$ cat src/rtl/exec_sched_pkg.sv
// Shared encodings for the execution-unit issue scheduler: decoder
// ALUSelect values, writeback mux selects and the scheduler states.
package exec_sched_pkg;

    localparam logic [1:0] SEL_NONE   = 2'b00;
    localparam logic [1:0] SEL_IALU   = 2'b01;
    localparam logic [1:0] SEL_FALU   = 2'b10;
    localparam logic [1:0] SEL_CORDIC = 2'b11;

    typedef enum logic [1:0] {
        WB_IALU   = 2'b00,
        WB_LSU    = 2'b01,
        WB_FALU   = 2'b10,
        WB_CORDIC = 2'b11
    } wb_src_e;

    typedef enum logic {
        S_IDLE = 1'b0,
        S_WAIT = 1'b1
    } sched_state_e;

    // Width of a counter that must hold 0..t; a disabled (t=0) timeout
    // still gets a one-bit counter so no zero-width vector is declared.
    function automatic int unsigned cnt_width(input int unsigned t);
        if (t > 32'd0) begin
            return $clog2(t + 32'd1);
        end else begin
            return 32'd1;
        end
    endfunction

endpackage

$ cat src/rtl/sched_timeout_cnt.sv
// Watchdog counter for the WAIT state. Held at zero while clear is high,
// counts cycles while enable is high, and flags the last allowed cycle
// (count == TIMEOUT-1). TIMEOUT=0 never expires.
module sched_timeout_cnt
    import exec_sched_pkg::*;
#(
    parameter int unsigned TIMEOUT = 64
) (
    input  logic clk,
    input  logic rst_n,
    input  logic clear,
    input  logic enable,
    output logic expired
);

    localparam int unsigned    CW    = cnt_width(TIMEOUT);
    localparam logic [CW-1:0]  LIMIT = (TIMEOUT > 32'd0) ? CW'(TIMEOUT - 32'd1) : {CW{1'b0}};

    logic [CW-1:0] cnt_r;

    // Cycle counter: cleared outside WAIT, stops once the limit is reached.
    always_ff @(posedge clk or negedge rst_n) begin
        if (!rst_n) begin
            cnt_r <= {CW{1'b0}};
        end else if (clear) begin
            cnt_r <= {CW{1'b0}};
        end else if (enable && !expired) begin
            cnt_r <= cnt_r + CW'(1'b1);
        end else begin
            cnt_r <= cnt_r;
        end
    end

    generate
        if (TIMEOUT == 0) begin : g_no_timeout
            assign expired = 1'b0;
        end else begin : g_timeout
            assign expired = enable && (cnt_r == LIMIT);
        end
    endgenerate

endmodule

$ cat src/rtl/exec_issue_sched.sv
// In-order issue scheduler. Accepts one decoded instruction per handshake,
// starts the selected multi-cycle unit (LSU/FALU/CORDIC) and stalls the
// decoder until that unit reports done, or writes IALU results straight
// through. Owns the single register-file write port and reports illegal
// selects and unit timeouts.
module exec_issue_sched
    import exec_sched_pkg::*;
#(
    parameter int unsigned TIMEOUT         = 64,
    parameter int unsigned ALUSELECT_WIDTH = 2,
    parameter int unsigned RADDR_WIDTH     = 5
) (
    input  logic                       clk,
    input  logic                       rst_n,
    input  logic                       dec_valid,
    output logic                       dec_ready,
    input  logic [ALUSELECT_WIDTH-1:0] dec_alusel,
    input  logic                       dec_rwe,
    input  logic                       dec_load,
    input  logic                       dec_mwe,
    input  logic [RADDR_WIDTH-1:0]     dec_rd,
    output logic                       falu_start,
    input  logic                       falu_done,
    output logic                       cordic_start,
    input  logic                       cordic_done,
    output logic                       lsu_start,
    input  logic                       lsu_done,
    output logic                       wb_we,
    output logic [RADDR_WIDTH:0]       wb_addr,
    output logic [1:0]                 wb_src,
    output logic                       busy,
    output logic                       illegal,
    output logic                       timeout_err
);

    sched_state_e           state_r, state_nx_s;
    wb_src_e                unit_r, unit_nx_s;
    logic                   rwe_r, rwe_nx_s;
    logic [RADDR_WIDTH:0]   addr_r, addr_nx_s;

    logic                   wb_we_r, wb_we_nx_s;
    logic [RADDR_WIDTH:0]   wb_addr_r, wb_addr_nx_s;
    wb_src_e                wb_src_r, wb_src_nx_s;
    logic                   illegal_r, illegal_nx_s;
    logic                   timeout_err_r, timeout_err_nx_s;

    logic                   accept_s;
    logic                   mem_op_s;
    logic                   done_s;
    logic                   expired_s;
    logic [RADDR_WIDTH:0]   addr_in_s;
    logic                   falu_start_s, cordic_start_s, lsu_start_s;

    assign addr_in_s = {dec_alusel[ALUSELECT_WIDTH-1], dec_rd};

    // Handshake and start strobes; loads/stores take priority over ALUSelect.
    always_comb begin
        accept_s       = dec_valid && (state_r == S_IDLE);
        mem_op_s       = dec_load || dec_mwe;
        falu_start_s   = 1'b0;
        cordic_start_s = 1'b0;
        lsu_start_s    = 1'b0;
        if (accept_s) begin
            if (mem_op_s) begin
                lsu_start_s = 1'b1;
            end else if (dec_alusel == SEL_FALU) begin
                falu_start_s = 1'b1;
            end else if (dec_alusel == SEL_CORDIC) begin
                cordic_start_s = 1'b1;
            end else begin
                lsu_start_s = 1'b0;
            end
        end else begin
            lsu_start_s = 1'b0;
        end
    end

    // Only the unit that was started may end the wait.
    always_comb begin
        done_s = 1'b0;
        case (unit_r)
            WB_LSU:    done_s = lsu_done;
            WB_FALU:   done_s = falu_done;
            WB_CORDIC: done_s = cordic_done;
            default:   done_s = 1'b0;
        endcase
    end

    sched_timeout_cnt #(
        .TIMEOUT (TIMEOUT)
    ) u_timeout_cnt (
        .clk     (clk),
        .rst_n   (rst_n),
        .clear   (state_r == S_IDLE),
        .enable  (state_r == S_WAIT),
        .expired (expired_s)
    );

    // Next state, latched operation context and next registered outputs.
    always_comb begin
        state_nx_s       = state_r;
        unit_nx_s        = unit_r;
        rwe_nx_s         = rwe_r;
        addr_nx_s        = addr_r;
        wb_we_nx_s       = 1'b0;
        wb_addr_nx_s     = wb_addr_r;
        wb_src_nx_s      = wb_src_r;
        illegal_nx_s     = 1'b0;
        timeout_err_nx_s = timeout_err_r;
        case (state_r)
            S_IDLE: begin
                if (accept_s) begin
                    if (mem_op_s) begin
                        state_nx_s = S_WAIT;
                        unit_nx_s  = WB_LSU;
                        rwe_nx_s   = dec_rwe && dec_load;
                        addr_nx_s  = addr_in_s;
                    end else begin
                        case (dec_alusel)
                            SEL_FALU: begin
                                state_nx_s = S_WAIT;
                                unit_nx_s  = WB_FALU;
                                rwe_nx_s   = dec_rwe;
                                addr_nx_s  = addr_in_s;
                            end
                            SEL_CORDIC: begin
                                state_nx_s = S_WAIT;
                                unit_nx_s  = WB_CORDIC;
                                rwe_nx_s   = dec_rwe;
                                addr_nx_s  = addr_in_s;
                            end
                            SEL_IALU: begin
                                wb_we_nx_s   = dec_rwe;
                                wb_addr_nx_s = addr_in_s;
                                wb_src_nx_s  = WB_IALU;
                            end
                            default: begin
                                illegal_nx_s = 1'b1;
                                wb_addr_nx_s = addr_in_s;
                                wb_src_nx_s  = WB_IALU;
                            end
                        endcase
                    end
                end else begin
                    state_nx_s = S_IDLE;
                end
            end
            S_WAIT: begin
                // A done arriving on the last allowed cycle still completes.
                if (done_s) begin
                    state_nx_s   = S_IDLE;
                    wb_we_nx_s   = rwe_r;
                    wb_addr_nx_s = addr_r;
                    wb_src_nx_s  = unit_r;
                end else if (expired_s) begin
                    state_nx_s       = S_IDLE;
                    timeout_err_nx_s = 1'b1;
                end else begin
                    state_nx_s = S_WAIT;
                end
            end
            default: begin
                state_nx_s = S_IDLE;
            end
        endcase
    end

    // State, operation context and output registers.
    always_ff @(posedge clk or negedge rst_n) begin
        if (!rst_n) begin
            state_r       <= S_IDLE;
            unit_r        <= WB_IALU;
            rwe_r         <= 1'b0;
            addr_r        <= {(RADDR_WIDTH+1){1'b0}};
            wb_we_r       <= 1'b0;
            wb_addr_r     <= {(RADDR_WIDTH+1){1'b0}};
            wb_src_r      <= WB_IALU;
            illegal_r     <= 1'b0;
            timeout_err_r <= 1'b0;
        end else begin
            state_r       <= state_nx_s;
            unit_r        <= unit_nx_s;
            rwe_r         <= rwe_nx_s;
            addr_r        <= addr_nx_s;
            wb_we_r       <= wb_we_nx_s;
            wb_addr_r     <= wb_addr_nx_s;
            wb_src_r      <= wb_src_nx_s;
            illegal_r     <= illegal_nx_s;
            timeout_err_r <= timeout_err_nx_s;
        end
    end

    assign dec_ready    = (state_r == S_IDLE);
    assign busy         = (state_r == S_WAIT);
    assign falu_start   = falu_start_s;
    assign cordic_start = cordic_start_s;
    assign lsu_start    = lsu_start_s;
    assign wb_we        = wb_we_r;
    assign wb_addr      = wb_addr_r;
    assign wb_src       = wb_src_r;
    assign illegal      = illegal_r;
    assign timeout_err  = timeout_err_r;

endmodule

$ cat config.mk
export PLATFORM = sky130hd
export DESIGN_NAME = exec_issue_sched
export DESIGN_NICKNAME = d
export VERILOG_FILES = /design/src/rtl/exec_sched_pkg.sv /design/src/rtl/sched_timeout_cnt.sv /design/src/rtl/exec_issue_sched.sv
export SDC_FILE = /design/constraint.sdc
export NUM_CORES = 1
export LEC_CHECK = 0
export ABC_AREA = 1
export ABC_CLOCK_PERIOD_IN_PS = 1500
export CAP_MARGIN = 5
export CORE_AREA = 2 2 56 58
export DETAILED_ROUTE_END_ITERATION = 7
export DIE_AREA = 0 0 58 60
export DONT_BUFFER_PORTS = 1
export SETUP_SLACK_MARGIN = 0.1
export SLEW_MARGIN = 0
export SYNTH_ARGS = -nofsm -noshare
export SYNTH_HDL_FRONTEND = slang
export SYNTH_SLANG_ARGS = --single-unit
$ cat constraint.sdc
create_clock -name clk -period 1.5 [get_ports clk]
set_clock_uncertainty 0.05 [all_clocks]
set_input_delay 0.3 -clock clk [delete_from_list [all_inputs] [get_ports clk]]
set_output_delay 0.3 -clock clk [all_outputs]
set_load 0.1 [all_outputs]
=== Word-level counts from Yosys, hierarchy flattened ===
Cells that the tools add are included.

* Logic and storage cells: 82
* Register bits: 28
* Input port bits: 16

* Bitwise gates (word level): 2
* Add/sub/neg operators: 1
* Reductions and logical operators: 14
* Equality and inequality tests: 12
* Mux-type cells: 43

{| class="wikitable"
|+ Operator list
! operator !! number
|-
| $mux 6 || 6
|-
| $mux 1 || 24
|-
| $mux 7 || 2
|-
| $pmux 6 s2 || 1
|-
| $mux 2 || 5
|-
| $reduce_and 3->1 || 3
|-
| $eq 2x2->1 const B || 4
|-
| $pmux 2 s2 || 2
|-
| $add 7x1->7 const B || 1
|-
| $eq 7x6->1 const B || 1
|-
| $ne 2x1->1 const B || 3
|-
| $eq 2x1->1 const B || 2
|-
| $logic_and 1x1->1 || 4
|-
| $ne 2x2->1 const B || 2
|-
| $pmux 1 s2 || 2
|-
| $reduce_and 4->1 || 1
|-
| $pmux 1 s3 || 1
|-
| $reduce_bool 3->1 || 1
|-
| $reduce_or 3->1 || 1
|-
| $not 1->1 || 2
|-
| $reduce_bool 2->1 || 1
|-
| $reduce_or 2->1 || 1
|-
| $logic_not 1->1 || 1
|-
| $logic_or 1x1->1 || 1
|}

=== Logic depth before layout (Yosys ltp) ===
* Word-level depth: 6
* Gate-level depth with buffers: 8
* Gate-level depth less buffers: 7

=== Hierarchy ===
Synthesis repeated with hierarchy kept, for this count alone.

* Cell total of the unflattened synthesis: 187
* Area total of the unflattened synthesis: 1522.7 um^2

{| class="wikitable"
|+ Modules (own cells, without submodules)
! module !! area each (um^2) !! sequential area each (um^2) !! times used !! cells each
|-
| exec_issue_sched || 1039.7 || 525.5 || 1 || 118
|-
| sched_timeout_cnt || 483.0 || 175.2 || 1 || 69
|}

=== Worst setup path after synthesis ===
No wires, ideal clock.

* Path type: flip-flop to output port
* Start point: register state_r, in the netlist busy
* End point: output port falu_start
* Slack: -1.528 ns
* Arrival: 2.678 ns
* Cell stages (with the launch flop): 7
* Cell sequence: dfrtp_1 > buf_6 > clkinv_8 > nand2_4 > nor2_1 > inv_1 > nor2_1

* Longest elaborated chain between the ends: 3

{| class="wikitable"
|+ Ends and longest elaborated chain
! item !! line !! source
|-
| start: declaration || exec_issue_sched.sv:36 || <nowiki>sched_state_e state_r, state_nx_s;</nowiki>
|-
| start signal: assignment || exec_issue_sched.sv:181 || <nowiki>state_r <= state_nx_s;</nowiki>
|-
| $not 1->1 (no line) || -- ||
|-
| named net dec_ready || exec_issue_sched.sv:16 || <nowiki>output logic dec_ready,</nowiki>
|-
| $logic_and 1x1->1 || exec_issue_sched.sv:58 || <nowiki>accept_s = dec_valid && (state_r == S_IDLE);</nowiki>
|-
| $mux 1 || exec_issue_sched.sv:63 || <nowiki>if (accept_s) begin</nowiki>
|-
| end: declaration || exec_issue_sched.sv:22 || <nowiki>output logic falu_start,</nowiki>
|}

The timed path passes the listed nets, and every way through them passes these cells.

=== Worst setup path after layout ===
* Start point: register state_r, in the netlist busy
* End point: output port falu_start

* Longest elaborated chain between the ends: 3

{| class="wikitable"
|+ Ends and longest elaborated chain
! item !! line
|-
| $not 1->1 (no line) || --
|-
| $logic_and 1x1->1 || exec_issue_sched.sv:58
|-
| $mux 1 || exec_issue_sched.sv:63
|}

Every way passes these cells.

==> results.md <==
- P_sw: 1.93 mW
- Unique masters post-synth: 24
- Flip-flop and latch area: 704 sq um
- GRT overflow: 0
- Final setup viols: 5
- Sequential share of the synthesized area: 0.514
- DIE AREA: 3480 sq um
- Vias per inst: 5.20
- Synthesized area: 1360 sq um
- H-tree depth: 1
- Initial antenna violation count: 0
- Warnings from Yosys: 0
- Post-synth top cells: nand2_1 (48), dfrtp_1 (28), nand3_1 (19)
- Post-Syn Area per Cell: 8.46 sq um
- Setup TNS: -1.05 ns
- Critical Path RT: 1.15 ns
- Max Fclk: 0.563 GHz
- Detail Route Antenna Nets: 0
- Fin crit share: 1.19
- Ys flop type: dfrtp_1
- Row count: 20
- Footprint of the multi-input gates: 658 sq um
- Flop pwr share: 0.309
- First-pass GRT wire length: 4.92 mm
- Failing checks: setup timing
- Leakage: 0.930 nW
- Starting DRC count in detailed routing: 28
- Synth Net Count: 178
- Inserted Diodes: 0
- Ports: 32
- Count leader, synth: nand2_1
- Worst hold path class: primary input to flop
- Final cell count without fillers: 223
- Initial Util: 0.469
- CTS tree: built
- Half-perimeter wire length after placement: 2.14 mm
- DRC viols: 0
- Routed vias: 1159
- Synth area leaders: dfrtp_1 (51%), nand2_1 (13%), nand3_1 (7.0%)
- Final #Nets: 208
- Syn Inst Count: 161
- Slew @ Worst Pin: 0.323 ns
- Post-synth ARST share: 1.00
- Vias in the first global route: 1144
- Clock group share of total power: 0.097
- Drt total wl: 3.04 mm
- Normalized max-slew margin: 0.785
- CTS Sinks: 28
- Net Sw Frac: 0.511
- Layout area overhead: 39.8%
- Critical path capture point type: output pin
- Yosys top cell by area: dfrtp_1
- Root Buffer: clkbuf_4
- Clock Path Buffers: 2
- Gpl congestion: 0.734
- Clock transition at path regs: 0.16 ns
- Power density over the cells: 1980 nW/um^2
- RSZ-0062 raised after global routing: true
- CTS buffer count: 3
- Layout cells sized above 1: 0.363
- Minimum clock period: 1.78 ns
- Internal power: 1.85 mW
- Share of the synthesized area in the top cell type: 0.514
- Clock latency on the worst-skew pair: 0.33 ns
- Core Region: 2900 sq um
- CP max FO: 3
- Number of enable flip-flop cells after synthesis: 0
- Hold violation count in the final report: 0
- Pin count of the biggest net entering global routing: 29
- Peak VDD IR: 0.00186 V
- Status: finished with violations
- Drt pass-1 iters: 4
- #FFs+latches synth: 28
- Slew Viols, Final: 0
- Die Y: 60 um
- Cell total after placement: 209
- Max Cap Violations: 0
- Logic pwr share: 0.594
- Final WS setup: -0.278 ns
- Die W: 58 um
- CP Launch Type: flop
- Filler Cells Inserted: 244
- All-Layer GR Usage: 0.184
- CP Data Arrival Time: 1.43 ns
- PortBufs: 0
- Routed length per instance: 13.6 um
- Crit Path Category: flop to output pin
-- through the flow --
step | worst slack [ns] | area, sq um | hold WS (ns) | power (mW) | util
after floorplan | -0.493 | 1450 | -0.0456 | 2.71 | -
after global placement | 0.0818 | 1640 | -0.0449 | 3.02 | 0.565
after detailed placement | 0.0559 | 1640 | -0.0449 | 3.06 | 0.565
after CTS | -0.292 | 1760 | 0.0541 | 3.56 | 0.607
after global routing | -0.347 | 1900 | 0.0630 | 3.98 | 0.656
final | -0.278 | 1900 | 0.0675 | 3.78 | 0.656
-- power by group through the flow --
stage                     Sequential, mW  Combinational (mW)  Clock (mW)
after floorplan                     1.96               0.747           0
after global placement              1.15                1.87           0
after detailed placement            1.17                1.89           0
after CTS                           1.14                2.03       0.390
after global routing                1.19                2.38       0.407
final                               1.17                2.24       0.367
-- worst max-delay path: stages, from the launching register on --
cell	delay, ns
dfrtp_4	0.54
clkinv_8	0.07
nand2_8	0.06
nor2_4	0.07
inv_2	0.06
nor2_4	0.10
buf_12	0.18
-- cell families (layout without fill, tap and decap cells) --
logic type	count (synthesis)	count (layout)	share of synthesized area
AO/OA/AOI/OAI	25	25	0.118
AND/OR/NAND/NOR	81	81	0.261
flip-flops	28	28	0.514
adder cells (fa/ha/maj)	1	1	0.00918
buffers and inverters	26	55	0.0973
-- area by class of cell --
cell class              count  area share
inverters                  20      0.0460
well taps                  33      0.0217
flip-flops and latches     28       0.370
multi-input cells         107       0.346
repair buffers             31       0.198
clock buffers               4      0.0191
-- flip-flops by register name (all words and copies together), names as in the netlist, 2 cells and up --
register             cells
u_timeout_cnt.cnt_r      7
addr_r                   6
wb_addr                  6
unit_r                   2
wb_src                   2
-- layer usage --
| metal | wire length [um] | up-vias | part of all wire | GRT usage |
|---|---|---|---|---|
| met1 | 1220 | 563 | 0.40 | 0.201 |
| met5 | 0 | - | 0 | 0 |
| met2 | 1730 | 19 | 0.57 | 0.360 |
| met3 | 65 | 2 | 0.021 | 0.0281 |
| met4 | 19 | 0 | 0.0062 | 0.0631 |
| li1 | - | 575 | - | - |
-- placed cells by master (no fill, tap or decap), drive strengths merged, types with 5 or more instances in the layout --
cell type / synthesis / layout
o21ai: 18 / 18
inv: 19 / 19
clkbuf: 0 / 5
nor2: 9 / 9
dfrtp: 28 / 28
nand2: 49 / 49
buf: 6 / 28
nand3: 19 / 19
-- timing repair --
action / CTS / global route
endpoints found under the hold margin: 29 / 0
pin swaps: 1 / 3
setup endpoints to repair: 5 / 26
hold buffers: 3 / 0
cloned: 0 / 1
setup buffers: 2 / 5
gates resized for setup: 8 / 19
-- path summary, 6_finish.rpt --
kind                               start          to  slack, ns  depth (start not counted)
setup / recovery                    busy  falu_start      -0.28                          6
hold / removal             dec_alusel[0]       wb_we       0.07                          2
setup reg to reg                    busy  wb_addr[1]       0.04                          7
hold reg to reg                addr_r[2]   addr_r[2]       0.45                          2
max in group asynchronous          rst_n        busy       0.90                          2
min in group asynchronous          rst_n     illegal       0.33                          2
No activity file was read; power rests on OpenSTA's default activity.
